`src/rtl/dma_pkg.sv`:
```
// rtl/dma_pkg.sv - shared constants and state encoding for the DMA memory endpoint
// Purpose: direction codes, nibble/byte widths and the endpoint FSM state type.
package dma_pkg;

  localparam logic MODE_CPU_TO_MEM = 1'b1;
  localparam logic MODE_MEM_TO_CPU = 1'b0;

  localparam int NIBBLE_W = 4;
  localparam int BYTE_W   = 8;

  typedef enum logic [1:0] {
    ST_IDLE = 2'd0,
    ST_WR   = 2'd1,
    ST_RD   = 2'd2,
    ST_FIN  = 2'd3
  } ep_state_t;

endpackage

```
`src/rtl/dma_mem_endpoint_if.sv`:
```
// rtl/dma_mem_endpoint_if.sv - descriptor and nibble channels between DMA and memory endpoint
// Purpose: bundles the descriptor channel, write nibble channel, read nibble channel
//          and status outputs of the endpoint.
// Ports (signals):
//   mode, addr_in_valid/addr_in_enable, addr_in, len_in  - descriptor channel
//   dma_to_mem_valid/dma_to_mem_enable, mem_in_socket    - write nibbles (DMA -> endpoint)
//   mem_to_dma_valid/mem_to_dma_enable, mem_out_socket   - read nibbles (endpoint -> DMA)
//   busy, done                                           - status
// Modports: master = DMA side, slave = endpoint side.
interface dma_mem_endpoint_if
  import dma_pkg::*;
#(
  parameter int ADDR_W = 32,
  parameter int LEN_W  = 32
);

  logic                mode;
  logic                addr_in_valid;
  logic                addr_in_enable;
  logic [ADDR_W-1:0]   addr_in;
  logic [LEN_W-1:0]    len_in;
  logic                dma_to_mem_valid;
  logic                dma_to_mem_enable;
  logic [NIBBLE_W-1:0] mem_in_socket;
  logic                mem_to_dma_valid;
  logic                mem_to_dma_enable;
  logic [NIBBLE_W-1:0] mem_out_socket;
  logic                busy;
  logic                done;

  modport master (
    output mode, addr_in_valid, addr_in, len_in,
    output dma_to_mem_valid, mem_in_socket, mem_to_dma_enable,
    input  addr_in_enable, dma_to_mem_enable, mem_to_dma_valid, mem_out_socket,
    input  busy, done
  );

  modport slave (
    input  mode, addr_in_valid, addr_in, len_in,
    input  dma_to_mem_valid, mem_in_socket, mem_to_dma_enable,
    output addr_in_enable, dma_to_mem_enable, mem_to_dma_valid, mem_out_socket,
    output busy, done
  );

endinterface

```
`src/rtl/dma_mem_ram.sv`:
```
// rtl/dma_mem_ram.sv - byte RAM with synchronous write and asynchronous read
// Purpose: local storage of the endpoint; contents are never reset.
// Ports: clk; we/waddr/wdata write port (rising edge); raddr/rdata combinational read.
module dma_mem_ram
  import dma_pkg::*;
#(
  parameter int DEPTH_LOG2 = 8
) (
  input  logic                  clk,
  input  logic                  we,
  input  logic [DEPTH_LOG2-1:0] waddr,
  input  logic [BYTE_W-1:0]     wdata,
  input  logic [DEPTH_LOG2-1:0] raddr,
  output logic [BYTE_W-1:0]     rdata
);

  logic [BYTE_W-1:0] r_mem [2**DEPTH_LOG2];

  always_ff @(posedge clk) begin
    if (we) begin
      r_mem[waddr] <= wdata;
    end
  end

  assign rdata = r_mem[raddr];

endmodule

```
`src/rtl/dma_mem_endpoint.sv`:
```
// rtl/dma_mem_endpoint.sv - memory-side slave of the DMA nibble port
// Purpose: accepts one descriptor (address, byte length, direction), then either
//          assembles write nibbles into RAM bytes or streams RAM bytes out as nibbles.
// Ports: clk, resetn (async active-low); bus = dma_mem_endpoint_if.slave carrying
//        the descriptor, write-nibble, read-nibble channels and busy/done.
module dma_mem_endpoint
  import dma_pkg::*;
#(
  parameter int DEPTH_LOG2 = 8,
  parameter int ADDR_W     = 32,
  parameter int LEN_W      = 32
) (
  input logic               clk,
  input logic               resetn,
  dma_mem_endpoint_if.slave bus
);

  ep_state_t             r_state;
  ep_state_t             w_state_nxt;
  logic [DEPTH_LOG2-1:0] r_ptr;
  logic [LEN_W-1:0]      r_rem;
  logic                  r_phase;
  logic [NIBBLE_W-1:0]   r_hold;

  logic                  w_desc_hs;
  logic                  w_wr_hs;
  logic                  w_rd_hs;
  logic                  w_byte_done;
  logic                  w_last;
  logic                  w_ram_we;
  logic [BYTE_W-1:0]     w_rdata;
  logic                  w_unused_addr;

  assign w_desc_hs   = (r_state == ST_IDLE) && bus.addr_in_valid;
  assign w_wr_hs     = (r_state == ST_WR) && bus.dma_to_mem_valid;
  assign w_rd_hs     = (r_state == ST_RD) && bus.mem_to_dma_enable;
  // A byte completes on the high-phase handshake in either direction.
  assign w_byte_done = (w_wr_hs || w_rd_hs) && r_phase;
  assign w_last      = w_byte_done && (r_rem == LEN_W'(1));
  assign w_ram_we    = w_wr_hs && r_phase;

  // Upper address bits select nothing inside the RAM.
  assign w_unused_addr = &{1'b0, bus.addr_in[ADDR_W-1:DEPTH_LOG2]};

  always_ff @(posedge clk or negedge resetn) begin
    if (!resetn) begin
      r_state <= ST_IDLE;
    end else begin
      r_state <= w_state_nxt;
    end
  end

  always_comb begin
    w_state_nxt = r_state;
    case (r_state)
      ST_IDLE: begin
        if (w_desc_hs) begin
          if (bus.len_in == '0) begin
            w_state_nxt = ST_FIN;
          end else if (bus.mode == MODE_CPU_TO_MEM) begin
            w_state_nxt = ST_WR;
          end else begin
            w_state_nxt = ST_RD;
          end
        end
      end
      ST_WR:   if (w_last) w_state_nxt = ST_FIN;
      ST_RD:   if (w_last) w_state_nxt = ST_FIN;
      ST_FIN:  w_state_nxt = ST_IDLE;
      default: w_state_nxt = ST_IDLE;
    endcase
  end

  always_ff @(posedge clk or negedge resetn) begin
    if (!resetn) begin
      r_ptr   <= '0;
      r_rem   <= '0;
      r_phase <= 1'b0;
      r_hold  <= '0;
    end else if (w_desc_hs) begin
      r_ptr   <= bus.addr_in[DEPTH_LOG2-1:0];
      r_rem   <= bus.len_in;
      r_phase <= 1'b0;
    end else if (w_wr_hs || w_rd_hs) begin
      r_phase <= ~r_phase;
      if (w_wr_hs && !r_phase) begin
        r_hold <= bus.mem_in_socket;
      end
      if (w_byte_done) begin
        r_ptr <= r_ptr + DEPTH_LOG2'(1);
        if (r_rem != '0) begin
          r_rem <= r_rem - LEN_W'(1);
        end
      end
    end
  end

  dma_mem_ram #(
    .DEPTH_LOG2(DEPTH_LOG2)
  ) u_ram (
    .clk  (clk),
    .we   (w_ram_we),
    .waddr(r_ptr),
    .wdata({bus.mem_in_socket, r_hold}),
    .raddr(r_ptr),
    .rdata(w_rdata)
  );

  assign bus.addr_in_enable    = (r_state == ST_IDLE);
  assign bus.dma_to_mem_enable = (r_state == ST_WR);
  assign bus.mem_to_dma_valid  = (r_state == ST_RD);
  assign bus.done              = (r_state == ST_FIN);
  assign bus.busy              = (r_state != ST_IDLE);
  assign bus.mem_out_socket    = (r_state != ST_RD) ? '0 :
                                 r_phase ? w_rdata[BYTE_W-1:NIBBLE_W] : w_rdata[NIBBLE_W-1:0];

endmodule

```
`src/flat_wrapper.sv`:
```
// flat-port wrapper written by rule: the top's interface ports become plain ports
module dma_mem_endpoint_flat import dma_pkg::*;
#(
  parameter int DEPTH_LOG2 = 8,
  parameter int ADDR_W     = 32,
  parameter int LEN_W      = 32
)
  (clk, resetn, bus_mode, bus_addr_in_valid, bus_addr_in, bus_len_in, bus_dma_to_mem_valid, bus_mem_in_socket, bus_mem_to_dma_enable, bus_addr_in_enable, bus_dma_to_mem_enable, bus_mem_to_dma_valid, bus_mem_out_socket, bus_busy, bus_done);
  dma_mem_endpoint_if #(.ADDR_W(ADDR_W), .LEN_W(LEN_W)) bus_i ();
  input logic clk;
  input logic resetn;
  input wire logic [$bits(bus_i.mode)-1:0] bus_mode;
  input wire logic [$bits(bus_i.addr_in_valid)-1:0] bus_addr_in_valid;
  input wire logic [$bits(bus_i.addr_in)-1:0] bus_addr_in;
  input wire logic [$bits(bus_i.len_in)-1:0] bus_len_in;
  input wire logic [$bits(bus_i.dma_to_mem_valid)-1:0] bus_dma_to_mem_valid;
  input wire logic [$bits(bus_i.mem_in_socket)-1:0] bus_mem_in_socket;
  input wire logic [$bits(bus_i.mem_to_dma_enable)-1:0] bus_mem_to_dma_enable;
  output wire logic [$bits(bus_i.addr_in_enable)-1:0] bus_addr_in_enable;
  output wire logic [$bits(bus_i.dma_to_mem_enable)-1:0] bus_dma_to_mem_enable;
  output wire logic [$bits(bus_i.mem_to_dma_valid)-1:0] bus_mem_to_dma_valid;
  output wire logic [$bits(bus_i.mem_out_socket)-1:0] bus_mem_out_socket;
  output wire logic [$bits(bus_i.busy)-1:0] bus_busy;
  output wire logic [$bits(bus_i.done)-1:0] bus_done;
  assign bus_i.mode = bus_mode;
  assign bus_i.addr_in_valid = bus_addr_in_valid;
  assign bus_i.addr_in = bus_addr_in;
  assign bus_i.len_in = bus_len_in;
  assign bus_i.dma_to_mem_valid = bus_dma_to_mem_valid;
  assign bus_i.mem_in_socket = bus_mem_in_socket;
  assign bus_i.mem_to_dma_enable = bus_mem_to_dma_enable;
  assign bus_addr_in_enable = bus_i.addr_in_enable;
  assign bus_dma_to_mem_enable = bus_i.dma_to_mem_enable;
  assign bus_mem_to_dma_valid = bus_i.mem_to_dma_valid;
  assign bus_mem_out_socket = bus_i.mem_out_socket;
  assign bus_busy = bus_i.busy;
  assign bus_done = bus_i.done;
  dma_mem_endpoint #(.DEPTH_LOG2(DEPTH_LOG2), .ADDR_W(ADDR_W), .LEN_W(LEN_W)) u_core (.clk(clk), .resetn(resetn), .bus(bus_i));
endmodule
```
`config.mk`:
```
export PLATFORM = sky130hd
export DESIGN_NAME = dma_mem_endpoint_flat
export DESIGN_NICKNAME = d
export VERILOG_FILES = /design/src/rtl/dma_pkg.sv /design/src/rtl/dma_mem_endpoint_if.sv /design/src/rtl/dma_mem_ram.sv /design/src/rtl/dma_mem_endpoint.sv /design/src/flat_wrapper.sv
export SDC_FILE = /design/constraint.sdc
export NUM_CORES = 2
export LEC_CHECK = 0
export CAP_MARGIN = 10
export CORE_MARGIN = 3
export CORE_UTILIZATION = 47
export CTS_BUF_LIST = sky130_fd_sc_hd__clkbuf_16
export CTS_CLUSTER_SIZE = 10
export DETAILED_ROUTE_END_ITERATION = 10
export PLACE_DENSITY = 0.6
export SYNTH_ARGS = -nofsm -noshare
export SYNTH_HDL_FRONTEND = slang
export SYNTH_SLANG_ARGS = --single-unit
```
`constraint.sdc`:
```
create_clock -name clk -period 7.2 [get_ports clk]
set_input_delay 1.44 -clock clk [delete_from_list [all_inputs] [get_ports clk]]
set_output_delay 1.44 -clock clk [all_outputs]
set_load 0.02 [all_outputs]
```
; ---- Word-level counts from Yosys, hierarchy flattened
; Memory sizes are Yosys's and may differ from the RTL's.
; Index checks and enable logic that the tools add are counted.
[word_totals]
n_memories = 1
romBits = 0
latch_bits = 0
out_inout_bits = 9
ramBits = 2048
input_bits = 74
register_bits = 47
word_cells = 56
[classes]
n_reduce_logical = 21
n_addsub = 2
order_cmp = 0
div_mod_pow = 0
n_bitwise = 2
muxes = 18
multipliers = 0
shift = 0
eq_ne = 7
[memory_table]
columns = name, depth, word_bits, rd, rd_clocked_by_memory_dff, write_ports, line_no
row1 = u_core.u_ram.r_mem, 256, 8, 1, 0, 1, dma_mem_ram.sv:17  ; logic [BYTE_W-1:0] r_mem [2**DEPTH_LOG2];
[op_table]
columns = cell, count
row1 = $mux W32, 4
row2 = $eq A32 B1 Y1 const B, 1
row3 = $logic_not A32 Y1, 1
row4 = $reduce_bool A32 Y1, 1
row5 = $sub A32 B1 Y32 const B, 1
row6 = $mux W8, 3
row7 = $add A8 B1 Y8 const B, 1
row8 = $mux W2, 4
row9 = $mux W4, 2
row10 = $reduce_bool A2 Y1, 4
row11 = $logic_and A1 B1 Y1, 7
row12 = $pmux W2 S3, 1
row13 = $reduce_and A3 Y1, 2
row14 = $eq A2 B2 Y1 const B, 2
row15 = $mux W1, 4
row16 = $ne A2 B1 Y1 const B, 2
row17 = $reduce_and A2 Y1, 2
row18 = $eq A2 B1 Y1 const B, 1
row19 = $logic_not A2 Y1, 1
row20 = $ne A2 B2 Y1 const B, 1
row21 = $not A1 Y1, 2
row22 = $reduce_or A2 Y1, 1
row23 = $logic_not A1 Y1, 1
row24 = $logic_or A1 B1 Y1, 1

; ---- Logic depth before layout (Yosys ltp)
[depth]
word_depth = 7
depth_mapped = 13
depth_no_buf = 9

; ---- By module
; A second synthesis with hierarchy kept.
[hier_totals]
cells_unflattened = 4065
area_unflattened_um2 = 82409.0
[modules_own_cells]
columns = mod, area_per_inst_um2, cells_each, n_inst, seq_area_each_um2
row1 = dma_mem_ram, 79396.1, 3725, 1, 61499.0
row2 = dma_mem_endpoint, 3012.9, 340, 1, 1176.1

; ---- Worst setup path after synthesis
; Ideal clock, no wire load.
[synth_timing]
kind = register to output
from = register u_core.r_ptr[0]
to = output bus_mem_out_socket[0]
path_buffers = 5
path_slack_ns = 2.928
t_required_ns = 5.760
stages_incl_launch_ff = 13
t_arrival_ns = 2.832
cell_sequence = dfrtp_1 buf_4 buf_6 buf_6 buf_6 buf_6 mux2i_1 a22oi_1 o211ai_1 a22o_1 a311oi_1 o21ai_0 a211oi_1
[synth_between]
elab_chain_cells = 3
[synth_rtl]
columns = item, line_no
row1 = from (decl), dma_mem_endpoint.sv:20  ; logic [DEPTH_LOG2-1:0] r_ptr;
row2 = from (signal assigned), dma_mem_endpoint.sv:81  ; r_ptr <= bus.addr_in[DEPTH_LOG2-1:0];
row3 = from (signal assigned), dma_mem_endpoint.sv:90  ; r_ptr <= r_ptr + DEPTH_LOG2'(1);
row4 = $mem_v2 Z256 W8, --
row5 = $mux W4, dma_mem_endpoint.sv:115  ; r_phase ? w_rdata[BYTE_W-1:NIBBLE_W] : w_rdata[NIBBLE_W-1:0];
row6 = $mux W4, dma_mem_endpoint.sv:114  ; assign bus.mem_out_socket = (r_state != ST_RD) ? '0 :
row7 = to (decl), flat_wrapper.sv:22  ; output wire logic [$bits(bus_i.mem_out_socket)-1:0] bus_mem_out_socket;
; No other way between the ends.

; ---- Final worst setup path
[layout_timing]
from = register u_core.r_ptr[0]
to = output bus_mem_out_socket[1]
; The elaborated chain is that of the path after synthesis.

==> results.json <==
{
  "dp_hpwl_um": 133000,
  "cap_viol_max_count": 0,
  "insertion_delay_ns": 0.86,
  "area_growth_pct": 12.3,
  "synth_xor_area_share_pct": 0.363,
  "synth_compound_area_share_pct": 2.47,
  "rsz0062_at_grt": "no",
  "rows": 152,
  "period_minus_slack_ns": 7.02,
  "status": "completed",
  "ir_drop_mv": 0.259,
  "nets": 4203,
  "place_inst": 6196,
  "yosysSeqAreaShare_pct": 76.4,
  "cts_setup_buffers": 0,
  "syn-cell-area_um2": 82100,
  "cp-start-kind": "flip-flop",
  "path_class": "flip-flop to output pin",
  "tightest_slew_ns": 1.18,
  "ys_types": 66,
  "setup.worst_path.start": "u_core.r_ptr[0]",
  "final_cell_mix": "2048 x edfxtp_1, 520 x mux4_2, 294 x nor2_1, 236 x clkbuf_16, 119 x buf_4",
  "power.leakage_uw": 0.0284,
  "final.setup.tns_ns": 0,
  "path_clk_slew_ns": 0.06,
  "dieArea_um2": 180000,
  "power.internal_uw": 24300,
  "fmax_ghz": 0.143,
  "track_usage_pct": 24.2,
  "period_share_pct": 97.4,
  "synth_fp_nets": 3997,
  "synth_top_family_by_area": "multiplexers",
  "cp_max_fo": 22,
  "die_w_um": 424,
  "synthAdderAreaFrac_pct": 0.152,
  "crit_arrival_ns": 5.58,
  "clockBufferDepth": 3,
  "syn_inst": 3913,
  "final_cells": 6502,
  "htreeDepth": 4,
  "viasPerCell": 6.27,
  "drt-pass1-iter-count": 6,
  "ios": 83,
  "syn-mean-instance-area_um2": 21.0,
  "final_common_cell": "edfxtp_1",
  "postCtsHoldBufs": 0,
  "skew_ns": 0.0431,
  "clock_power_share_pct": 28.9,
  "power.switching_uw": 11500,
  "ant_nets": 0,
  "routabilityCongestion": 0.852,
  "grt_max_degree": 217,
  "setup_viol": 0,
  "critPathBufInv": 3,
  "async_reset_ff_share_pct": 2.24,
  "die_h_um": 424,
  "cp.depth": 10,
  "switching_share_pct": 32.1,
  "synth_edf_count": 2048,
  "grt_pass1_vias": 40900,
  "drt_iter0_drc": 5188,
  "final_hold_viol_count": 0,
  "drive_gt1_share_pct": 23.3,
  "r2r-end": "u_core.u_ram.r_mem[151][2]",
  "cts_made_buffers": 231,
  "max_stage_delay_ns": 0.90,
  "cts.sinks": 2095,
  "crit_family": "compound AO/OA/AOI/OAI gates",
  "slew_viol_final": 0,
  "start_util_pct": 47.6,
  "r2r_cells": 6,
  "fillCellCount": 13300,
  "p_total_uw": 35700,
  "critPathCaptureType": "output pin",
  "critPathSlowestCell": "dfrtp_4",
  "io_buffers": 58,
  "required_ns": 5.76,
  "cts_root_buffer": "clkbuf_16",
  "reg2reg_slack_ns": 2.30,
  "comb_power_share_pct": 29.2,
  "worstPathCellList": "buf_12 -> mux4_2 -> a22o_1 -> a221oi_1 -> o22ai_1 -> o21ai_0 -> buf_4 -> o2111ai_1 -> o211a_1 -> clkdlybuf4s50_1",
  "synth_warnings": 0,
  "totalWireLength_um": 216000,
  "hp-class": "flip-flop to flip-flop",
  "routed-via-count": 40800,
  "wire_per_inst_um": 33.3,
  "grt_overflow": 0,
  "maxSlewHeadroom_pct": 21.3,
  "synthSimpleGateAreaFrac_pct": 3.17,
  "synth_seq_cells": 2095,
  "seqPwrFrac_pct": 41.9,
  "drc": 0,
  "timing.rr.start": "u_core.r_ptr[2]",
  "synth_mux_area_share_pct": 16.0,
  "grt_antenna_before_repair": 6,
  "coreArea_um2": 172000,
  "p_per_area_nw_per_um2": 388,
  "grt_pass1_wl_um": 309000,
  "synth_ff_type": "edfxtp_1",
  "crit_path_end": "bus_mem_out_socket[1]",
  "cts_tree": "built"
}
-- power groups by stage --
| stage | Combinational, uW | Sequential, uW | Clock [uW] |
|---|---|---|---|
| 2_1_floorplan | 6150 | 15400 | 0 |
| 3_3_place_gp | 10400 | 15200 | 0 |
| 3_5_place_dp | 10500 | 15200 | 0 |
| 4_1_cts | 10500 | 15000 | 10500 |
| 5_1_grt | 11000 | 15000 | 11000 |
| 6_report | 10500 | 15000 | 10300 |
-- cell usage after synthesis (all sizes together), types with 27 or more instances --
master  instances  share of area, %
a21oi          43              0.26
a22oi          80              0.73
buf           112              0.86
clkbuf        113              0.52
dfrtp          47               1.4
edfxtp       2048                75
mux2i         114               1.4
mux4          520                14
nand2         103              0.47
nand3          33              0.20
nor2          296               1.4
nor3           35              0.22
nor4           27              0.25
o21ai          59              0.36
xnor2          27              0.29
-- kinds of logic (layout without fill, tap and decap cells) --
kind of cell,count (synthesis),in the layout
flops,2095,2095
mux,659,659
simple gates,574,574
compound gates,299,299
buf+inv,242,520
xor+xnor,34,34
fa+ha+maj,10,10
other cells,0,1
-- flip-flops by register name (all words and copies together), names as in the netlist --
signal and cells:
u_core.u_ram.r_mem 2048, u_core.r_rem 32, u_core.r_ptr 8, u_core.r_hold 4
u_core.r_state 2, u_core.r_phase 1
-- per-layer routing --
metal | share of wire [%] | vias up | wire length (um) | GRT usage (%)
met5 | 0 | - | 0 | 0
li1 | - | 16600 | - | -
met4 | 3.7 | 0 | 7970 | 8.63
met1 | 41 | 21900 | 89500 | 35.4
met3 | 8.3 | 370 | 17900 | 4.14
met2 | 47 | 1924 | 101000 | 37.1
-- metrics by stage --
step                      cell area (um^2)  hold WS [ns]  util [%]  setup WS [ns]
after global placement               85800         0.557      49.7          0.829
after detailed placement             85800         0.557      49.7          0.876
after floorplan                      82100         0.531         -           2.93
after global routing                 92100         0.603      53.4         0.0227
final                                92200         0.567      53.4          0.184
after CTS                            92100         0.571      53.4          0.131
-- worst register-to-register path, stage by stage (launching register included) --
cell	delay, ns
dfrtp_4	0.57
buf_4	0.51
clkinv_1	0.81
nor3_1	0.62
nand2_1	0.71
buf_4	0.53
nor2_1	0.76
-- final cells by class --
cell class	count	area [um^2]	area share (%)
antenna	1	2.50	0.00272
clock buffer	236	5910	6.41
clock inverter	69	437	0.474
inverter	17	63.8	0.0692
multi-input combinational	1576	18200	19.8
sequential	2095	62700	68.0
tap	2310	2890	3.14
timing repair buffer	198	1910	2.08
-- worst min path at each step --
stage | startpoint | endpoint | slack [ns] | cells past startpoint
detailed placement | u_core.r_rem[23] | u_core.r_rem[23] | 0.56 | 2
CTS | u_core.r_rem[28] | u_core.r_rem[28] | 0.57 | 2
global placement | u_core.r_rem[23] | u_core.r_rem[23] | 0.56 | 2
floorplan | u_core.r_rem[23] | u_core.r_rem[23] | 0.53 | 2
global route | u_core.r_rem[5] | u_core.r_rem[5] | 0.60 | 2
finish | u_core.r_rem[28] | u_core.r_rem[28] | 0.57 | 2
-- timing repair --
action,in CTS,in global routing
setup endpoints to repair,1,0
resized for setup,1,0
endpoints found under the hold margin,0,0
No activity file was read; power rests on OpenSTA's default activity.
